===== src/rtl/div_pkg.sv =====
// Shared types and constants for the iterative restoring divider.
package div_pkg;

    localparam int unsigned DIV_WIDTH = 32;
    localparam int unsigned DIV_ITERS = DIV_WIDTH;

    // Divide-by-zero quotient is all-ones; this is the fill bit.
    localparam logic DIV_ZERO_QUOT_FILL = 1'b1;

    typedef enum logic [1:0] {
        IDLE    = 2'd0,
        DIVZERO = 2'd1,
        ON      = 2'd2,
        END     = 2'd3
    } div_state_t;

endpackage


===== src/rtl/div_sign_fix.sv =====
// Conditional two's-complement: value_c = neg ? -value : value.
module div_sign_fix #(
    parameter int unsigned WIDTH = 32
) (
    input  logic             neg,
    input  logic [WIDTH-1:0] value,
    output logic [WIDTH-1:0] value_c
);

    assign value_c = neg ? (~value + WIDTH'(1)) : value;

endmodule


===== src/rtl/div_iter.sv =====
// Radix-2 restoring divider, one quotient bit per cycle, signed and unsigned.
// Result {remainder, quotient} is presented for one cycle with ready_o.
module div_iter
    import div_pkg::*;
#(
    parameter int unsigned WIDTH = DIV_ITERS
) (
    input  logic               clk,
    input  logic               rst,
    input  logic               flush,
    input  logic               annul_i,
    input  logic               start_i,
    input  logic               signed_div_i,
    input  logic [WIDTH-1:0]   opdata1_i,
    input  logic [WIDTH-1:0]   opdata2_i,
    output logic               ready_o,
    output logic [2*WIDTH-1:0] result_o
);

    localparam int unsigned CNT_W = (WIDTH > 1) ? $clog2(WIDTH) : 1;
    localparam int unsigned SR_W  = 2 * WIDTH + 1;

    div_state_t       state;
    div_state_t       state_nxt;
    logic [SR_W-1:0]  rem_dvd;
    logic [SR_W-1:0]  shifted;
    logic [SR_W-1:0]  step;
    logic [WIDTH:0]   diff;
    logic [WIDTH-1:0] dvs_mag;
    logic [WIDTH-1:0] dvd_mag_c;
    logic [WIDTH-1:0] dvs_mag_c;
    logic [WIDTH-1:0] rem_src;
    logic [WIDTH-1:0] rem_fix_c;
    logic [WIDTH-1:0] quo_fix_c;
    logic [CNT_W-1:0] cnt;
    logic             quo_neg;
    logic             rem_neg;
    logic             cancel;
    logic             last_iter;

    assign cancel    = flush | annul_i;
    assign last_iter = (cnt == CNT_W'(WIDTH - 1));

    div_sign_fix #(.WIDTH(WIDTH)) u_dvd_abs (
        .neg     (signed_div_i & opdata1_i[WIDTH-1]),
        .value   (opdata1_i),
        .value_c (dvd_mag_c)
    );

    div_sign_fix #(.WIDTH(WIDTH)) u_dvs_abs (
        .neg     (signed_div_i & opdata2_i[WIDTH-1]),
        .value   (opdata2_i),
        .value_c (dvs_mag_c)
    );

    // In DIVZERO the captured dividend magnitude is re-signed back to the raw dividend.
    assign rem_src = (state == DIVZERO) ? rem_dvd[WIDTH-1:0] : step[2*WIDTH-1:WIDTH];

    div_sign_fix #(.WIDTH(WIDTH)) u_rem_fix (
        .neg     (rem_neg),
        .value   (rem_src),
        .value_c (rem_fix_c)
    );

    div_sign_fix #(.WIDTH(WIDTH)) u_quo_fix (
        .neg     (quo_neg),
        .value   (step[WIDTH-1:0]),
        .value_c (quo_fix_c)
    );

    // One shift / trial-subtract / restore iteration.
    always_comb begin
        shifted = SR_W'({rem_dvd, 1'b0});
        diff    = shifted[SR_W-1:WIDTH] - {1'b0, dvs_mag};
        step    = shifted;
        if (!diff[WIDTH]) begin
            step = {diff, shifted[WIDTH-1:1], 1'b1};
        end
    end

    always_ff @(posedge clk) begin
        if (rst) begin
            state <= IDLE;
        end else begin
            state <= state_nxt;
        end
    end

    always_comb begin
        state_nxt = state;
        if (cancel) begin
            state_nxt = IDLE;
        end else begin
            case (state)
                IDLE:    if (start_i) state_nxt = (opdata2_i == '0) ? DIVZERO : ON;
                DIVZERO: state_nxt = END;
                ON:      if (last_iter) state_nxt = END;
                END:     state_nxt = IDLE;
                default: state_nxt = IDLE;
            endcase
        end
    end

    // Datapath; the result is registered on entry to END so ready_o is high during END.
    always_ff @(posedge clk) begin
        if (rst) begin
            rem_dvd  <= '0;
            dvs_mag  <= '0;
            quo_neg  <= 1'b0;
            rem_neg  <= 1'b0;
            cnt      <= '0;
            ready_o  <= 1'b0;
            result_o <= '0;
        end else begin
            ready_o <= 1'b0;
            if (!cancel) begin
                case (state)
                    IDLE: begin
                        if (start_i) begin
                            rem_dvd <= {(WIDTH + 1)'(0), dvd_mag_c};
                            dvs_mag <= dvs_mag_c;
                            quo_neg <= signed_div_i & (opdata1_i[WIDTH-1] ^ opdata2_i[WIDTH-1]);
                            rem_neg <= signed_div_i & opdata1_i[WIDTH-1];
                            cnt     <= '0;
                        end
                    end
                    ON: begin
                        rem_dvd <= step;
                        cnt     <= cnt + CNT_W'(1);
                        if (last_iter) begin
                            result_o <= {rem_fix_c, quo_fix_c};
                            ready_o  <= 1'b1;
                        end
                    end
                    DIVZERO: begin
                        result_o <= {rem_fix_c, {WIDTH{DIV_ZERO_QUOT_FILL}}};
                        ready_o  <= 1'b1;
                    end
                    default: ;
                endcase
            end
        end
    end

endmodule

===== config.mk =====
export PLATFORM = sky130hd
export DESIGN_NAME = div_iter
export DESIGN_NICKNAME = d
export VERILOG_FILES = /design/src/rtl/div_pkg.sv /design/src/rtl/div_sign_fix.sv /design/src/rtl/div_iter.sv
export SDC_FILE = /design/constraint.sdc
export NUM_CORES = 1
export LEC_CHECK = 0
export BUFFER_PORTS_ARGS = -buffer_cell sky130_fd_sc_hd__buf_2
export CAP_MARGIN = 20
export CORE_AREA = 2 2 177 179
export CTS_BUF_LIST = sky130_fd_sc_hd__clkbuf_16
export DETAILED_ROUTE_END_ITERATION = 8
export DIE_AREA = 0 0 179 181
export MAX_ROUTING_LAYER = met4
export PLACE_DENSITY = 0.65
export SETUP_SLACK_MARGIN = 0.15
export SLEW_MARGIN = 5
export SYNTH_ARGS = -nofsm -noshare
export SYNTH_HDL_FRONTEND = slang
export SYNTH_HIERARCHICAL = 1
export SYNTH_SLANG_ARGS = --single-unit
export TNS_END_PERCENT = 1

===== constraint.sdc =====
create_clock -name clk -period 5.4 [get_ports clk]
set_input_delay 0.27 -clock clk [delete_from_list [all_inputs] [get_ports clk]]
set_output_delay 0.27 -clock clk [all_outputs]
set_load 0.01 [all_outputs]

# Word-level counts from Yosys, hierarchy flattened
# Index checks and enable logic that the tools add are counted.
# classes
mux	18
addsub	6
reduce_logical	9
bitwise	10
eq_ne	6
# ops
op	n
one-hot mux 64 bit (2 select lines)	2
2-to-1 mux 64 bit	3
2-to-1 mux 32 bit	5
adder 32 x 1 -> 32 bit, second input constant	4
NOT 32 bit	4
subtractor 33 x 32 -> 33 bit	1
zero test 32 bit	1
one-hot mux 5 bit (2 select lines)	1
AND reduction 3 bit	3
one-hot mux 2 bit (4 select lines)	1
2-to-1 mux 2 bit	3
adder 5 x 1 -> 5 bit, second input constant	1
== test 5 bit, second input constant	1
2-to-1 mux 5 bit	1
== test 2 bit, second input constant	2
!= test 2 bit, second input constant	2
nonzero test 2 bit	2
bitwise AND 1 bit	3
== test 2 x 1 -> 1 bit, second input constant	1
zero test 2 bit	1
one-hot mux 1 bit (2 select lines)	1
AND reduction 2 bit	1
OR reduction 2 bit	1
2-to-1 mux 1 bit	1
other kinds (3)	3
# word_totals
out_inout_bits	65
in_bits	70
reg_bits	170

# Depth between registers and ports, before layout
# depth
ltp_word	8
mapped_depth	23

# Modules after synthesis
# Netlist, hierarchy kept.
# by_module_without_submodules
module	seq_area_each_um2	area_per_inst_um2	cells_per_inst	instances
div_iter	3403.3	8593.2	1096	1
div_sign_fix	0.0	777.0	99	4

# Least setup slack after synthesis
# OpenSTA, ideal clock, no wires.
# synth_timing
kind	register -> register
startpoint	reg rem_dvd[31]
endpoint	reg result_o[59]
path_stages_with_launch	23
n_path_buf	2
arrival_ns	4.205
slack_ns	1.125
t_required_ns	5.330
period_less_slack_ns	4.275
cell_sequence	dfxtp_1 inv_1 ha_1 inv_1 fa_1 a21o_1 a221oi_2 o21ai_2 a31o_4 nand4_4 a21o_2 o211ai_4 inv_4 buf_8 buf_6 mux2i_1 o21ai_0 nor4_1 nand4b_2 o41ai_2 xnor2_1 nand2_1 a21oi_1
# synth_via
elab_chain_len	8
# synth_rtl
item	line_no	source
start, declared	div_iter.sv:25	logic [SR_W-1:0] rem_dvd;
start signal, assigned	div_iter.sv:120	rem_dvd <= {(WIDTH + 1)'(0), dvd_mag_c};
start signal, assigned	div_iter.sv:128	rem_dvd <= step;
subtractor 33 x 32 -> 33 bit (*)	div_iter.sv:74	diff = shifted[SR_W-1:WIDTH] - {1'b0, dvs_mag};
2-to-1 mux 64 bit (*)	div_iter.sv:76	if (!diff[WIDTH]) begin
2-to-1 mux 32 bit (*)	div_iter.sv:57	assign rem_src = (state == DIVZERO) ? rem_dvd[WIDTH-1:0] : step[2*WIDTH-1:WIDTH];
named net rem_src[22]	div_iter.sv:32	logic [WIDTH-1:0] rem_src;
NOT 32 bit (*)	div_sign_fix.sv:10	assign value_c = neg ? (~value + WIDTH'(1)) : value;
adder 32 x 1 -> 32 bit (*)	div_sign_fix.sv:10	
2-to-1 mux 32 bit (*)	div_sign_fix.sv:10	
named net rem_fix_c[27]	div_iter.sv:33	logic [WIDTH-1:0] rem_fix_c;
2-to-1 mux 64 bit	div_iter.sv:130	if (last_iter) begin
one-hot mux 64 bit (2 select lines) (*)	div_iter.sv:117	case (state)
end signal, assigned	div_iter.sv:131	result_o <= {rem_fix_c, quo_fix_c};
end signal, assigned	div_iter.sv:136	result_o <= {rem_fix_c, {WIDTH{DIV_ZERO_QUOT_FILL}}};
end, declared	div_iter.sv:17	output logic [2*WIDTH-1:0] result_o
# Mark *: on every way through the listed nets, which the timed path passes. The rest lies on a longest branch. The select of a mux whose other input is x is not followed.
# A chain may end at the register's enable or synchronous reset.

# Worst setup path after layout
# layout_timing
startpoint	reg rem_dvd[31]
endpoint	reg result_o[46]
# The elaborated chain is that of the path after synthesis.

==> out/results.txt <==
pre-CTS setup slack = 0.309 ns
CP Buf/Inv Count = 3
Req. time, crit path = 5.76 ns
Mapped Cells = 1492
post-synth cell types = 69
CTS tree = yes
sw frac = 34.2%
global-route wire length before repair = 56700 µm
reg2reg start = rem_dvd[31]
clock transition at the registers of the reported paths = 0.08 ns
reg-to-reg critical path endpoint = result_o[46]
crit path kind = reg -> reg
row cnt = 64
clk sinks = 170
DRT iter0 DRCs = 1172
# fillers = 3078
Worst VDD drop = 0.198 mV
Register Area = 3400 µm²
IO buf count = 134
most frequently used flop master after synthesis = dfxtp_1
CP Launch Type = flop
Die W = 179 µm
PnR worst setup slack = 0.460 ns
Initial DRT Pass Iterations = 6
layout cells sized above 1 = 15.6%
cell with the most instances after synthesis = nand2_1
crit-path cells = inv_1 > ha_1 > inv_1 > fa_1 > a21o_1 > a221oi_2 > o21ai_2 > a31o_4 > nand4_4 > a21boi_2 > o211ai_4 > inv_8 > mux2_4 > mux2_2 > nor4_4 > nand3_1 > o41ai_1 > xnor2_1 > nand2_1 > a21oi_1
Comb pwr share = 28.5%
Final Instance Area = 13300 µm²
pin count of the biggest net entering global routing = 100
wire per inst = 18.2 µm
GRT Total Usage = 22.6%
Worst Path Arrival = 5.30 ns
fmax = 202 MHz
gr ovfl total = 0
Starting Density = 38.6%
IO Count = 135
drt total wl = 36000 µm
Final Max Tran Viols = 0
DRC violation count after routing = 0
Most Frequent Cell on Critical Path = inv_1
outcome = finished clean
Hold Path Class = in -> reg
Synth top cells by count = nand2_1 (236), dfxtp_1 (170), xnor2_1 (138)
die area = 32400 µm²
cell leakage power = 5.08 nW
Tmin final = 4.94 ns
cell area after synthesis = 11700 µm²
Via-to-Cell Ratio = 5.72
syn_nets = 1604
CP Depth = 20
Net Switching = 1.23 mW
Synth area leader = dfxtp_1
Seq cells post-synth = 170
CORE AREA = 30300 µm²
initial antenna violation count = 0
Critical Path End = result_o[46]
ranking of synthesized cells by area = dfxtp_1 (29%), xnor2_1 (10%), nand2_1 (7.6%)
Post-synth EDFFs = 0
via count = 11300
Area after DPL = 12600 µm²
RSZ-0062 raised after global routing = true
design internal power = 2.37 mW
Fin. Hold Viols = 0
sequential share of power = 36.5%
Reg2Reg Setup Slack = 0.46 ns
final setup TNS = 0 ns
Max-Cap Viols = 0
final period utilization = 91.5%
RD Place Congestion = 0.956
worst hold slack = 0.175 ns
critical path's top delay family = compound AO/OA/AOI/OAI gates
crit path max-delay cell type = nor4_4
Worst Clk Skew = 0.0155 ns
Syn Area/Cell = 7.84 µm²
PwrDens = 271 nW/µm²
Synth async-reset ratio = 0%
Ant. Diodes = 0
# setup viols final = 0
Max Fanout on Critical Path = 37
Worst-Skew Late Latency = 0.44 ns
worst slew pin tran = 1.08 ns
Syn. warnings = 6
Final Util = 43.7%
Seq/Total Area, Yosys = 29.1%
hpwl dp = 27400 µm
# nets final = 1685
vias in the first global route = 10200
total CTS buffers = 17
Hold Crit Start = flush
root buf cell = clkbuf_16
Rel. slew slack = 27.5%
Routed Antenna Nets = 0
H-tree levels = 4
Yosys top cell area share = 29.1%
Largest stage delay, worst path = 0.46 ns
Die Y = 181 µm
endpoint class of the critical path = flop
Reg2Reg Depth = 20
clock tree buffer depth = 2
area growth from synthesis to layout = 13.4%
multi-input logic area = 7760 µm²
power share of the clock group = 35.0%
Critical Path Start = rem_dvd[31]
worst min-delay path by stage:
stage	end	slack, ns	cells past startpoint
floorplan	quo_neg	0.42	2
global placement	result_o[42]	0.44	2
detailed placement	result_o[42]	0.44	2
CTS	quo_neg	0.16	3
global route	quo_neg	0.17	3
finish	state[0]	0.18	3
power groups by stage:
stage / registers (mW) / logic, mW / clock network, mW
2_1_floorplan: 1.33 / 0.763 / 0
3_3_place_gp: 1.34 / 0.994 / 0
3_5_place_dp: 1.34 / 0.996 / 0
4_1_cts: 1.31 / 1.00 / 1.28
5_1_grt: 1.31 / 1.12 / 1.32
6_report: 1.31 / 1.03 / 1.26
what timing repair did:
action / in CTS / in global routing
setup buffers: 0 / 1
hold buffers: 0 / 0
hold endpoints to repair: 0 / 0
endpoints found under the setup margin: 0 / 24
gates resized for setup: 0 / 4
registers in the layout, indices dropped and copies added (netlist names):
signal    flops
rem_dvd      64
cnt           5
ready_o       1
result_o     64
rem_neg       1
dvs_mag      32
state         2
quo_neg       1
stage by stage:
step | power [mW] | cells
after floorplan | 2.09 | 1492
after global placement | 2.34 | 1946
after detailed placement | 2.34 | 1946
after CTS | 3.59 | 1977
after global routing | 3.76 | 1981
final | 3.60 | 1981
area by class of cell:
type	instances	area share [%]
Clock inverter	14	1.23
Clock buffer	17	3.21
Multi-Input combinational cell	1184	58.5
Timing Repair Buffer	149	6.18
Inverter	51	1.50
Tap cell	396	3.73
Sequential cell	170	25.6
tightest hold or removal path, cell delays in order:
cell,delay [ns]
buf_2,0.10
or3_1,0.14
nor2_1,0.05
layout by cell type, fill, tap and decap left out, types with 5 or more instances in the layout:
| cell | n |
|---|---|
| buf_2 | 133 |
| buf_4 | 13 |
| or2_2 | 5 |
| dfxtp_1 | 170 |
| o21ai_1 | 8 |
| ha_1 | 41 |
| nor3_1 | 84 |
| a222oi_1 | 31 |
| nand2_1 | 236 |
| a21o_1 | 12 |
| clkbuf_16 | 17 |
| o41ai_1 | 21 |
| nor2b_1 | 5 |
| nand2b_1 | 13 |
| a22o_1 | 5 |
| a211oi_1 | 5 |
| or2b_1 | 8 |
| nor4_1 | 16 |
| and2_1 | 8 |
| nor4_4 | 16 |
| xnor2_1 | 138 |
| xor2_1 | 10 |
| mux2_2 | 8 |
| mux2i_1 | 27 |
| o31ai_1 | 33 |
| inv_1 | 51 |
| o41ai_2 | 16 |
| o21ai_0 | 75 |
| o21a_1 | 5 |
| a21oi_1 | 127 |
| or3_1 | 7 |
| nor2_1 | 121 |
| nand4_1 | 20 |
| nand3_1 | 24 |
routing by layer:
metal | share of wire [%] | GRT usage (%) | wire length, µm | up-vias
met3 | 6.6 | 2.27 | 2390 | 43
met4 | 1.8 | 6.44 | 662 | 0
met5 | 0 | - | 0 | -
met1 | 47 | 32.1 | 16900 | 5322
met2 | 45 | 33.8 | 16000 | 445
li1 | - | - | - | 5516
kinds of logic after synthesis:
family / after synthesis / share of synthesized area [%]
multiplexers: 39 / 3.56
XOR/XNOR: 148 / 11.1
adder cells (fa/ha/maj): 42 / 4.56
flip-flops: 170 / 29.1
buffers and inverters: 138 / 4.78
AND/OR/NAND/NOR: 588 / 25.3
AO/OA/AOI/OAI: 367 / 21.7
Note: power is estimated with default switching activity, not from simulation.
